`src/rtl/float_pkg.sv`:
```
// Shared types and constants for the iterative single-precision divider.
// Pure declarations; no logic, no latency, no flow control.
package float_pkg;

    typedef enum logic [1:0] {
        IDLE   = 2'd0,
        DIVIDE = 2'd1,
        NORM   = 2'd2,
        DONE   = 2'd3
    } state_t;

    localparam int          EXP_BIAS  = 127;
    localparam int          EXP_MAX   = 255;
    localparam int          MANT_W    = 23;
    localparam logic [31:0] QNAN      = 32'h7FC00000;
    localparam logic [4:0]  ITER_LAST = 5'd24;

endpackage

```
`src/rtl/float_unpack.sv`:
```
// Splits an IEEE-754 single into sign, exponent and mantissa with hidden bit.
// Combinational, zero latency; no flow control.
// Denormals are flushed: a zero exponent field reports is_zero and clears the hidden bit.
module float_unpack (
    input  logic [31:0] word,
    output logic        sign,
    output logic [7:0]  exp,
    output logic [23:0] mant,
    output logic        is_zero,
    output logic        is_special
);
    import float_pkg::*;

    assign sign       = word[31];
    assign exp        = word[30:23];
    assign is_zero    = (exp == 8'd0);
    assign is_special = (exp == 8'(EXP_MAX));
    assign mant       = {~is_zero, word[MANT_W-1:0]};

endmodule

```
`src/rtl/floating_division_iter.sv`:
```
// Iterative single-precision divider: restoring division, one quotient bit per cycle.
// Fixed latency: start accepted at edge N, done pulses in cycle N+27; one op per 28 cycles.
// No backpressure: start is only honoured in IDLE, requests while busy are dropped.
module floating_division_iter #(
    parameter bit ZERO_ON_UNDERFLOW = 1'b1
) (
    input  logic        clk,
    input  logic        rst,
    input  logic        start,
    input  logic [31:0] A,
    input  logic [31:0] B,
    output logic        busy,
    output logic        done,
    output logic [31:0] result,
    output logic        div_by_zero
);
    import float_pkg::*;

    localparam logic signed [9:0] BIAS_HI = 10'(EXP_BIAS);
    localparam logic signed [9:0] BIAS_LO = 10'(EXP_BIAS - 1);
    localparam logic signed [9:0] EXP_TOP = 10'(EXP_MAX);

    logic        a_sign, b_sign, a_zero, b_zero, a_special, b_special;
    logic [7:0]  a_exp, b_exp;
    logic [23:0] a_mant, b_mant;

    float_unpack u_unpack_a (
        .word       (A),
        .sign       (a_sign),
        .exp        (a_exp),
        .mant       (a_mant),
        .is_zero    (a_zero),
        .is_special (a_special)
    );

    float_unpack u_unpack_b (
        .word       (B),
        .sign       (b_sign),
        .exp        (b_exp),
        .mant       (b_mant),
        .is_zero    (b_zero),
        .is_special (b_special)
    );

    state_t            state;
    logic [24:0]       rem;
    logic [23:0]       dvsr;
    logic [4:0]        cnt;
    logic [24:0]       q;
    logic              sign_r, nan_r, bzero_r, azero_r;
    logic signed [9:0] ediff;

    logic              q_bit;
    logic [24:0]       rem_next;

    // Restoring step: subtract when it fits, then the caller shifts left.
    always_comb begin
        q_bit    = (rem >= {1'b0, dvsr});
        rem_next = q_bit ? (rem - {1'b0, dvsr}) : rem;
    end

    logic signed [9:0]   exp_n;
    logic [MANT_W-1:0]   mant_n;
    logic [31:0]         res_n;
    logic                dbz_n;

    always_comb begin
        if (q[24]) begin
            mant_n = q[23:1];
            exp_n  = ediff + BIAS_HI;
        end else begin
            mant_n = q[22:0];
            exp_n  = ediff + BIAS_LO;
        end
        dbz_n = 1'b0;
        if (nan_r) begin
            res_n = QNAN;
        end else if (bzero_r) begin
            dbz_n = 1'b1;
            res_n = azero_r ? QNAN : {sign_r, 8'hFF, 23'd0};
        end else if (azero_r) begin
            res_n = {sign_r, 31'd0};
        end else if (exp_n >= EXP_TOP) begin
            res_n = {sign_r, 8'hFF, 23'd0};
        end else if (exp_n <= 10'sd0) begin
            res_n = ZERO_ON_UNDERFLOW ? {sign_r, 31'd0} : {sign_r, 8'd1, 23'd0};
        end else begin
            res_n = {sign_r, exp_n[7:0], mant_n};
        end
    end

    always_ff @(posedge clk) begin
        if (rst) begin
            state       <= IDLE;
            busy        <= 1'b0;
            done        <= 1'b0;
            result      <= 32'd0;
            div_by_zero <= 1'b0;
            rem         <= '0;
            dvsr        <= '0;
            cnt         <= '0;
            q           <= '0;
            sign_r      <= 1'b0;
            nan_r       <= 1'b0;
            bzero_r     <= 1'b0;
            azero_r     <= 1'b0;
            ediff       <= '0;
        end else begin
            case (state)
                IDLE: begin
                    done <= 1'b0;
                    if (start) begin
                        rem     <= {1'b0, a_mant};
                        dvsr    <= b_mant;
                        cnt     <= ITER_LAST;
                        q       <= '0;
                        sign_r  <= a_sign ^ b_sign;
                        nan_r   <= a_special | b_special;
                        bzero_r <= b_zero;
                        azero_r <= a_zero;
                        ediff   <= $signed({2'b00, a_exp}) - $signed({2'b00, b_exp});
                        busy    <= 1'b1;
                        state   <= DIVIDE;
                    end
                end
                DIVIDE: begin
                    q   <= {q[23:0], q_bit};
                    rem <= rem_next << 1;
                    cnt <= cnt - 5'd1;
                    if (cnt == 5'd0) begin
                        state <= NORM;
                    end
                end
                NORM: begin
                    result      <= res_n;
                    div_by_zero <= dbz_n;
                    done        <= 1'b1;
                    state       <= DONE;
                end
                DONE: begin
                    done  <= 1'b0;
                    busy  <= 1'b0;
                    state <= IDLE;
                end
                default: state <= IDLE;
            endcase
        end
    end

endmodule
```
`config.mk`:
```
export PLATFORM = sky130hd
export DESIGN_NAME = floating_division_iter
export DESIGN_NICKNAME = d
export VERILOG_FILES = /design/src/rtl/float_pkg.sv /design/src/rtl/float_unpack.sv /design/src/rtl/floating_division_iter.sv
export SDC_FILE = /design/constraint.sdc
export NUM_CORES = 1
export LEC_CHECK = 0
export BUFFER_PORTS_ARGS = -buffer_cell sky130_fd_sc_hd__buf_2
export CORE_ASPECT_RATIO = 0.8
export CORE_MARGIN = 1.5
export CORE_UTILIZATION = 45
export CTS_CLUSTER_SIZE = 24
export DETAILED_ROUTE_END_ITERATION = 12
export PLACE_DENSITY = 0.69
export SYNTH_ARGS = -nofsm -noshare
export SYNTH_HDL_FRONTEND = slang
export SYNTH_SLANG_ARGS = --single-unit
```
`constraint.sdc`:
```
create_clock -name clk -period 6.3 [get_ports clk]
set_clock_uncertainty 0.15 [all_clocks]
set_input_delay 0.63 -clock clk [delete_from_list [all_inputs] [get_ports clk]]
set_output_delay 0.63 -clock clk [all_outputs]
set_load 0.02 [all_outputs]
```
Word-level counts from Yosys, hierarchy flattened
Cells that the tools add are included.
{"block": "classes", "add_sub_neg": 5, "n_reduce_logical": 12, "magnitude_cmp": 3, "eq_ne": 7, "bitwise_logic": 4, "mux": 23}
{"op": "one-hot mux 25 bit (2 select lines)", "n": 2}
{"op": "2-to-1 mux 32 bit", "n": 3}
{"op": "2-to-1 mux 31 bit", "n": 3}
{"op": "2-to-1 mux 25 bit", "n": 2}
{"op": "greater-or-equal comparator 25 x 24 -> 1 bit", "n": 1}
{"op": "2-to-1 mux 24 bit", "n": 1}
{"op": "subtractor 24 bit", "n": 1}
{"op": "2-to-1 mux 23 bit", "n": 1}
{"op": "adder 10 x 8 -> 10 bit, second input constant", "n": 2}
{"op": "equality test 8 bit, second input constant", "n": 2}
{"op": "logical NOT 8 bit", "n": 2}
{"op": "greater-or-equal comparator 10 x 9 -> 1 bit, second input constant", "n": 1}
{"op": "less-or-equal comparator 10 x 1 -> 1 bit, second input constant", "n": 1}
{"op": "2-to-1 mux 10 bit", "n": 1}
{"op": "one-hot mux 5 bit (2 select lines)", "n": 1}
{"op": "subtractor 8 x 8 -> 9 bit", "n": 1}
{"op": "one-hot mux 2 bit (4 select lines)", "n": 1}
{"op": "AND reduction 2 bit", "n": 4}
{"op": "nonzero test 2 bit", "n": 3}
{"op": "logical NOT 5 bit", "n": 1}
{"op": "2-to-1 mux 5 bit", "n": 1}
{"op": "subtractor 5 x 1 -> 5 bit, second input constant", "n": 1}
{"op": "equality test 2 bit, second input constant", "n": 2}
{"op": "2-to-1 mux 2 bit", "n": 2}
{"op": "9 further kinds", "n": 14}
{"block": "totals", "in_bits": 67, "output_inout_bits": 35, "regBits": 130, "wordCells": 68}

Logic depth before layout (Yosys ltp)
Gate-level depths: netlist of the first run.
{"block": "depth", "word_depth": 8, "ltp_mapped": 13, "ltp_nobuf": 12}

Cells and area by module
Synthesis of the first run repeated with hierarchy kept, for this count alone.
{"block": "unflattened", "cells_unflattened": 962, "area_unflattened_um2": 7692.4}
{"module": "floating_division_iter", "instances": 1, "seq_area_each_um2": 2582.5, "cells_each": 884, "area_per_inst_um2": 7134.3}
{"module": "float_unpack", "instances": 2, "seq_area_each_um2": 0.0, "cells_each": 39, "area_per_inst_um2": 279.0}

Worst setup path before layout of the first run
OpenSTA, ideal clock, no wires.
{"block": "synth_path", "path_kind": "flip-flop to flip-flop", "from": "register rem[0]", "to": "register rem[21]", "stages_incl_launch_ff": 13, "n_path_buf": 0, "setup_time_ps": 101, "arrival_ps": 2637, "synth_period_minus_slack_ps": 2888, "path_slack_ps": 3412, "path_cell_list": "dfxtp_1 > inv_1 > ha_1 > fa_1 > and2b_1 > o2111ai_2 > a31oi_1 > a221o_1 > nand4_1 > a211oi_1 > or3_1 > a31oi_1 > o41ai_1"}
{"block": "synth_via", "elab_chain_cells": 3, "elab_cells_between_ends": 4, "classes_between": "add/sub: 1; order compare: 1; mux: 2"}
{"element": "start, declared", "line_no": "floating_division_iter.sv:46", "text": "logic [24:0] rem;"}
{"element": "start signal, assigned", "line_no": "floating_division_iter.sv:113", "text": "rem <= {1'b0, a_mant};"}
{"element": "start signal, assigned", "line_no": "floating_division_iter.sv:128", "text": "rem <= rem_next << 1;"}
{"element": "subtractor 24 bit or greater-or-equal comparator 25 x 24 -> 1 bit (tied branches)", "line_no": "floating_division_iter.sv:59, floating_division_iter.sv:58"}
{"element": "2-to-1 mux 24 bit *", "line_no": "floating_division_iter.sv:59", "text": "rem_next = q_bit ? (rem - {1'b0, dvsr}) : rem;"}
{"element": "one-hot mux 25 bit (2 select lines) *", "line_no": "floating_division_iter.sv:109", "text": "case (state)"}
Mark *: on every way between the ends. The rest lies on a longest branch, timed or not.
A chain may end at the register's enable or synchronous reset.

Final worst setup path of the first run
{"block": "layout_path", "from": "register dvsr[8]", "to": "register rem[4]"}
{"block": "layout_via", "elab_chain_cells": 3}
{"element": "start, declared", "line_no": "floating_division_iter.sv:47", "text": "logic [23:0] dvsr;"}
{"element": "start signal, assigned", "line_no": "floating_division_iter.sv:114", "text": "dvsr <= b_mant;"}
{"element": "greater-or-equal comparator 25 x 24 -> 1 bit", "line_no": "floating_division_iter.sv:58", "text": "q_bit = (rem >= {1'b0, dvsr});"}
{"element": "2-to-1 mux 24 bit", "line_no": "floating_division_iter.sv:59"}
{"element": "one-hot mux 25 bit (2 select lines)", "line_no": "floating_division_iter.sv:109"}
No other way between the ends.

==> impl_metrics.csv, run 1 <==
group,metric,value,unit
run_status,outcome,"complete, no violations",
floorplan,dieHeight,118,µm
cts,cts_root_buf,"clkbuf_16",
routing,via_count,6522,
layout,ff_latch_area,0.00258,mm²
global_routing,grt_overflow,0,
global_routing,grt_pass1_wl,30.4,mm
synthesis,synth_top_area_frac,0.348,
setup_path,worstSetupPathType,"reg2reg",
placement,port_buffers,101,
routing,wl_per_cell,15.0,µm
synthesis,ys_ff_latch,129,
sta,finalSetupViolations,0,
placement,routabilityCongestion,0.856,
layout,layout.nets,1084,
pwr,p_leak,3.69,nW
min_path,hold_class,"in2reg",
synthesis,synth_top_area_cell,"dfxtp_1",
floorplan,die-area,0.0173,mm²
sta,final.min_clock_period,3.51,ns
cts,cts_max_path_buffers,2,
synthesis,netlist_area,0.00742,mm²
floorplan,io_pins,102,
floorplan,start_util,0.465,
placement,dp_hpwl,12.1,mm
floorplan,fp.dieW,147,µm
synthesis,yosysWarnings,0,
routing,top_layer,"met4",
sta,fmax,285,MHz
routing,routed_wirelength,18.0,mm
setup_path,startpoint_type,"flop",
routing,wl_met2,7.55,mm
cts,cts_max_level,4,
sta,worstMarginPinSlew,1.20,ns
floorplan,core_area,0.0160,mm²
sta,slew_headroom,0.195,
sta,finalHoldViolations,0,
cts,post_cts_buffers,0,
synthesis,ys.flop_type,"dfxtp_1",
synthesis,avgSynthCellArea,8.29,µm²
synthesis,ys_top_cells_by_area,"dfxtp_1 35%, ha_1 7.1%, nor2_1 6.2%",
layout,multiInputGateArea,0.00443,mm²
cts,clkSlewWorstSetupHoldPaths,0.06,ns
setup_path,cp_data_arrival_time,3.64,ns
sta,rsz0062_at_grt,"false",
setup_path,crit_required,6.43,ns
global_routing,antenna_found_initial,0,
cts,insertion_delay,0.42,ns
setup_path,crit_fanout,18,
pwr,p_per_area,520,mW/mm²
synthesis,ys_types,68,
synthesis,yosysMostFrequentCell,"dfxtp_1",
layout,n_fill_cell,1544,
synthesis,syn_inst,895,
routing,drc,0,
sta,finalCritPeriodShare,0.558,
routing,detail_route.vias_per_cell,5.43,
pwr,vdd_drop_max,292,µV
placement,post-place-ws,2.86,ns
cts,cts.sinks,129,
global_routing,grt_max_degree,75,
synthesis,synth-edff-count,0,
cts,cts_resized,0,
routing,drt_iter0_drc,375,
routing,first_pass_iters,5,
setup_path,crit_path_end_kind,"flop",
layout,antenna_cells,0,
sta,tns,0,ns
cts,cts_made_buffers,17,
sta,slew_violations,0,
synthesis,seq_area_frac_synth,0.348,
layout,utilization,0.543,
cts,cts_tree,"built",
sta,fin_ws,2.79,ns
routing,met3_length,803,µm
global_routing,grt_pass1_vias,6114,
global_routing,grt_use_total,0.215,
floorplan,rows,41,
layout,area_delta_synth_final,16.7,%
synthesis,synth-async-reset-ratio,0,
run,max_cap_viol_count,0,
synthesis,synth_fp_nets,1006,
routing,drt-met1-wl,9.50,mm
cts,hold_buffers,0,
layout,drive_gt1_frac,0.205,
synthesis,ys_top_cells_by_count,"129 x dfxtp_1, 123 x nor2_1, 77 x nand2_1",
routing,ant_nets,0,
-- final timing paths --
kind	slack, ns	cells after the start	to	startpoint
min	0.30	3	dvsr[14]	B[14]
max	2.79	12	rem[4]	dvsr[8]
max reg2reg	2.79	12	rem[4]	dvsr[8]
min reg2reg	0.30	2	dvsr[5]	dvsr[5]
-- registers in the layout, summed over array words and instances, names as in the netlist --
signal / count
result: 32
q: 25
rem: 25
dvsr: 24
ediff: 9
cnt: 5
state: 2
azero_r: 1
busy: 1
bzero_r: 1
div_by_zero: 1
done: 1
nan_r: 1
sign_r: 1
-- placed cells by master (no fill, tap or decap), drive strengths merged, types with 4 or more instances in the layout --
| master | instances |
|---|---|
| xor2 | 12 |
| nand3b | 5 |
| a21oi | 95 |
| nand2b | 6 |
| clkinv | 5 |
| a211oi | 12 |
| nor3 | 17 |
| clkbuf | 22 |
| o21a | 8 |
| ha | 42 |
| or3 | 4 |
| dfxtp | 129 |
| and2 | 4 |
| inv | 58 |
| a31oi | 8 |
| a22oi | 34 |
| o21ai | 29 |
| nor2 | 123 |
| mux2 | 33 |
| or4b | 4 |
| buf | 109 |
| a21o | 13 |
| o211ai | 4 |
| nor4 | 9 |
| nand2 | 77 |
| nand3 | 9 |
| a222oi | 12 |
| nor2b | 30 |
| xnor2 | 20 |
| mux2i | 7 |
| nand4 | 6 |
-- critical path, stage by stage, from the launching register on --
cell      delay [ns]
dfxtp_1         0.33
inv_1           0.04
ha_1            0.39
nand3_1         0.10
nor2_1          0.22
o21ai_2         0.12
a21oi_2         0.27
a221oi_4        0.13
a21oi_4         0.51
buf_4           0.35
mux2_1          0.37
a222oi_1        0.31
nor2_1          0.08
-- per-layer routing --
layer  up-vias  global-route usage
li1       3313                   -
met1      3044               0.314
met2       147               0.315
met5         -                   0
met3        18              0.0481
met4         0              0.0600
-- cell families (layout without fill, tap and decap cells) --
| logic type | count (synthesis) | in the layout | share of synthesized area |
|---|---|---|---|
| multiplexers | 40 | 40 | 0.0630 |
| buffers and inverters | 107 | 198 | 0.0585 |
| XOR/XNOR | 32 | 32 | 0.0378 |
| AND/OR/NAND/NOR | 303 | 303 | 0.189 |
| adder cells (fa/ha/maj) | 44 | 44 | 0.0762 |
| AO/OA/AOI/OAI | 240 | 240 | 0.228 |
| flip-flops | 129 | 129 | 0.348 |
-- power breakdown --
group          internal (W)  switching (W)  total (W)
Sequential         0.000964       0.000120    0.00108
Combinational       0.00100        0.00141    0.00241
Clock              0.000651       0.000365    0.00102
-- metrics by stage --
step           instance area, µm²  total power, W  hold WS (ns)  std cells
3_3_place_gp                 8060         0.00346         0.293       1169
2_1_floorplan                7420         0.00302         0.286        895
4_1_cts                      8660         0.00451         0.284       1201
6_report                     8660         0.00451         0.298       1201
3_5_place_dp                 8060         0.00348         0.297       1169
5_1_grt                      8660         0.00484         0.308       1201
-- area by class of cell --
| cell class | count | share of cell area |
|---|---|---|
| inverter | 57 | 0.0247 |
| timing repair buffer | 109 | 0.0656 |
| tap | 215 | 0.0310 |
| multi-input combinational | 659 | 0.511 |
| clock buffer | 22 | 0.0547 |
| clock inverter | 10 | 0.0152 |
| sequential | 129 | 0.298 |
(Power assumes the default switching activity.)
==> inputs of run 2 (changes only) <==
- clock period: 6.3 -> 3.6 ns (I/O delays scaled with it)
==> run 2 against run 1 <==
Net effect: critical path depth unchanged; non-clock buffer count increased by 5; clock-buffer cell count decreased by 4; register-to-register slack got worse by 2.4 ns; die area stayed put; via count down 0.94%; combinational power is 81% higher.
==> impl_metrics.csv, run 2 (synthesis results as in run 1) <==
group,metric,value,unit
run_status,outcome,"complete, no violations",
placement,routabilityCongestion,0.864,
floorplan,fp.dieW,147,µm
cts,cts_max_path_buffers,2,
routing,ant_nets,0,
setup_path,startpoint_type,"flop",
cts,insertion_delay,0.42,ns
min_path,hold_depth,3,
setup_path,rr_worst_depth,12,
cts,cts_max_level,4,
sta,finalSetupViolations,0,
min_path,whs_endpoint,"dvsr[2]",
global_routing,grt_pass1_wl,29.3,mm
routing,drc,0,
global_routing,grt_use_total,0.208,
floorplan,io_pins,102,
layout,fin_area,0.00869,mm²
floorplan,dieHeight,118,µm
setup_path,crit_path_end_kind,"flop",
layout,largest_reg_flops,32,
layout,layout.nets,1089,
sta,rsz0062_at_grt,"false",
placement,placedInstanceArea,0.00811,mm²
sta,fmax,310,MHz
setup_path,worstSetupPathType,"reg2reg",
min_path,hp-start,"B[2]",
sta,final.min_clock_period,3.22,ns
placement,port_buffers,101,
routing,first_pass_iters,7,
setup_path,rr_endpoint,"rem[21]",
pwr,p_leak,3.68,nW
layout,final_common_cell,"dfxtp_1",
layout,antenna_cells,0,
layout,drive_gt1_frac,0.212,
run,max_cap_viol_count,0,
setup_path,crit_required,3.76,ns
setup_path,startpoint,"rem[0]",
routing,via_count,6461,
cts,cts_tree,"built",
cts,clkSlewWorstSetupHoldPaths,0.06,ns
cts,cts_made_buffers,17,
setup_path,r2r_slack,0.38,ns
global_routing,grt_max_degree,67,
sta,slew_violations,0,
setup_path,crit_fanout,4,
min_path,hold_class,"in2reg",
global_routing,grt_pass1_vias,5965,
sta,slew_headroom,0.535,
cts,hold_buffers,0,
global_routing,grt_overflow,0,
setup_path,rr_startpoint,"rem[0]",
layout,regMostFlops,"result",
layout,final_cell_mix,"129 x dfxtp_1, 122 x nor2_1, 100 x buf_2",
routing,routed_wirelength,17.6,mm
floorplan,core_area,0.0160,mm²
floorplan,start_util,0.465,
placement,dp_hpwl,12.0,mm
sta,worstMarginPinSlew,0.698,ns
floorplan,rows,41,
routing,detail_route.vias_per_cell,5.36,
routing,drt_iter0_drc,430,
cts,cts.sinks,129,
floorplan,die-area,0.0173,mm²
sta,finalHoldViolations,0,
layout,top_regs,"result x32, q x25, rem x25",
setup_path,cp_data_arrival_time,3.38,ns
global_routing,antenna_found_initial,0,
cts,cts_root_buf,"clkbuf_16",
sta,tns,0,ns
routing,wl_per_cell,14.6,µm
pwr,vdd_drop_max,438,µV
pwr,p_per_area,909,mW/mm²
sta,finalCritPeriodShare,0.895,
cts,post_cts_buffers,0,
layout,area_delta_synth_final,17.0,%
run 2: cell type report:
class	count	area, µm²
Fill cell	1529	7270
Clock inverter	14	134
Tap cell	215	269
Multi-Input combinational cell	659	4430
Timing Repair Buffer	114	618
Inverter	57	214
Clock buffer	18	439
Sequential cell	129	2580
run 2: per-stage QoR:
step / setup slack [ns] / total power (W) / cells / util / hold slack (ns)
floorplan: 0.712 / 0.00529 / 895 / - / 0.286
global placement: 0.419 / 0.00617 / 1174 / 0.508 / 0.294
detailed placement: 0.331 / 0.00621 / 1174 / 0.508 / 0.298
CTS: 0.310 / 0.00789 / 1206 / 0.544 / 0.0132
global route: 0.134 / 0.00848 / 1206 / 0.545 / 0.0238
finish: 0.377 / 0.00790 / 1206 / 0.545 / 0.0298
run 2: routing by layer:
layer / global-route usage / share of wire / vias to the layer above
met5: 0 / 0 / -
met2: 0.313 / 0.43 / 139
met4: 0.0499 / 0.0077 / 0
li1: - / - / 3322
met1: 0.296 / 0.52 / 2989
met3: 0.0500 / 0.047 / 11
run 2: power by group:
part	total, W	internal [W]	switching [W]	leakage (nW)
Clock	0.00165	0.000975	0.000675	0.266
Combinational	0.00436	0.00187	0.00248	2.37
Sequential	0.00189	0.00169	0.000205	1.05
run 2: timing repair:
item,4_1_cts,5_1_grt
endpoints found under the setup margin,0,1
hold endpoints to repair,0,0
resized for setup,0,1
run 2: worst max path at each step:
stage	endpoint	slack, ns	cells past startpoint
3_5_place_dp	rem[21]	0.33	12
4_1_cts	rem[21]	0.31	12
5_1_grt	rem[21]	0.13	12
6_report	rem[21]	0.38	12
3_3_place_gp	rem[21]	0.42	12
2_1_floorplan	rem[21]	0.71	12
run 2: worst max-delay path: stages (launching register included):
cell	delay, ns
dfxtp_1	0.35
inv_1	0.05
ha_1	0.22
fa_1	0.40
and2b_1	0.25
o2111ai_2	0.14
a31oi_1	0.33
a221o_1	0.26
nand4_1	0.15
a211oi_2	0.31
or3_1	0.16
a31oi_1	0.07
o41ai_1	0.29
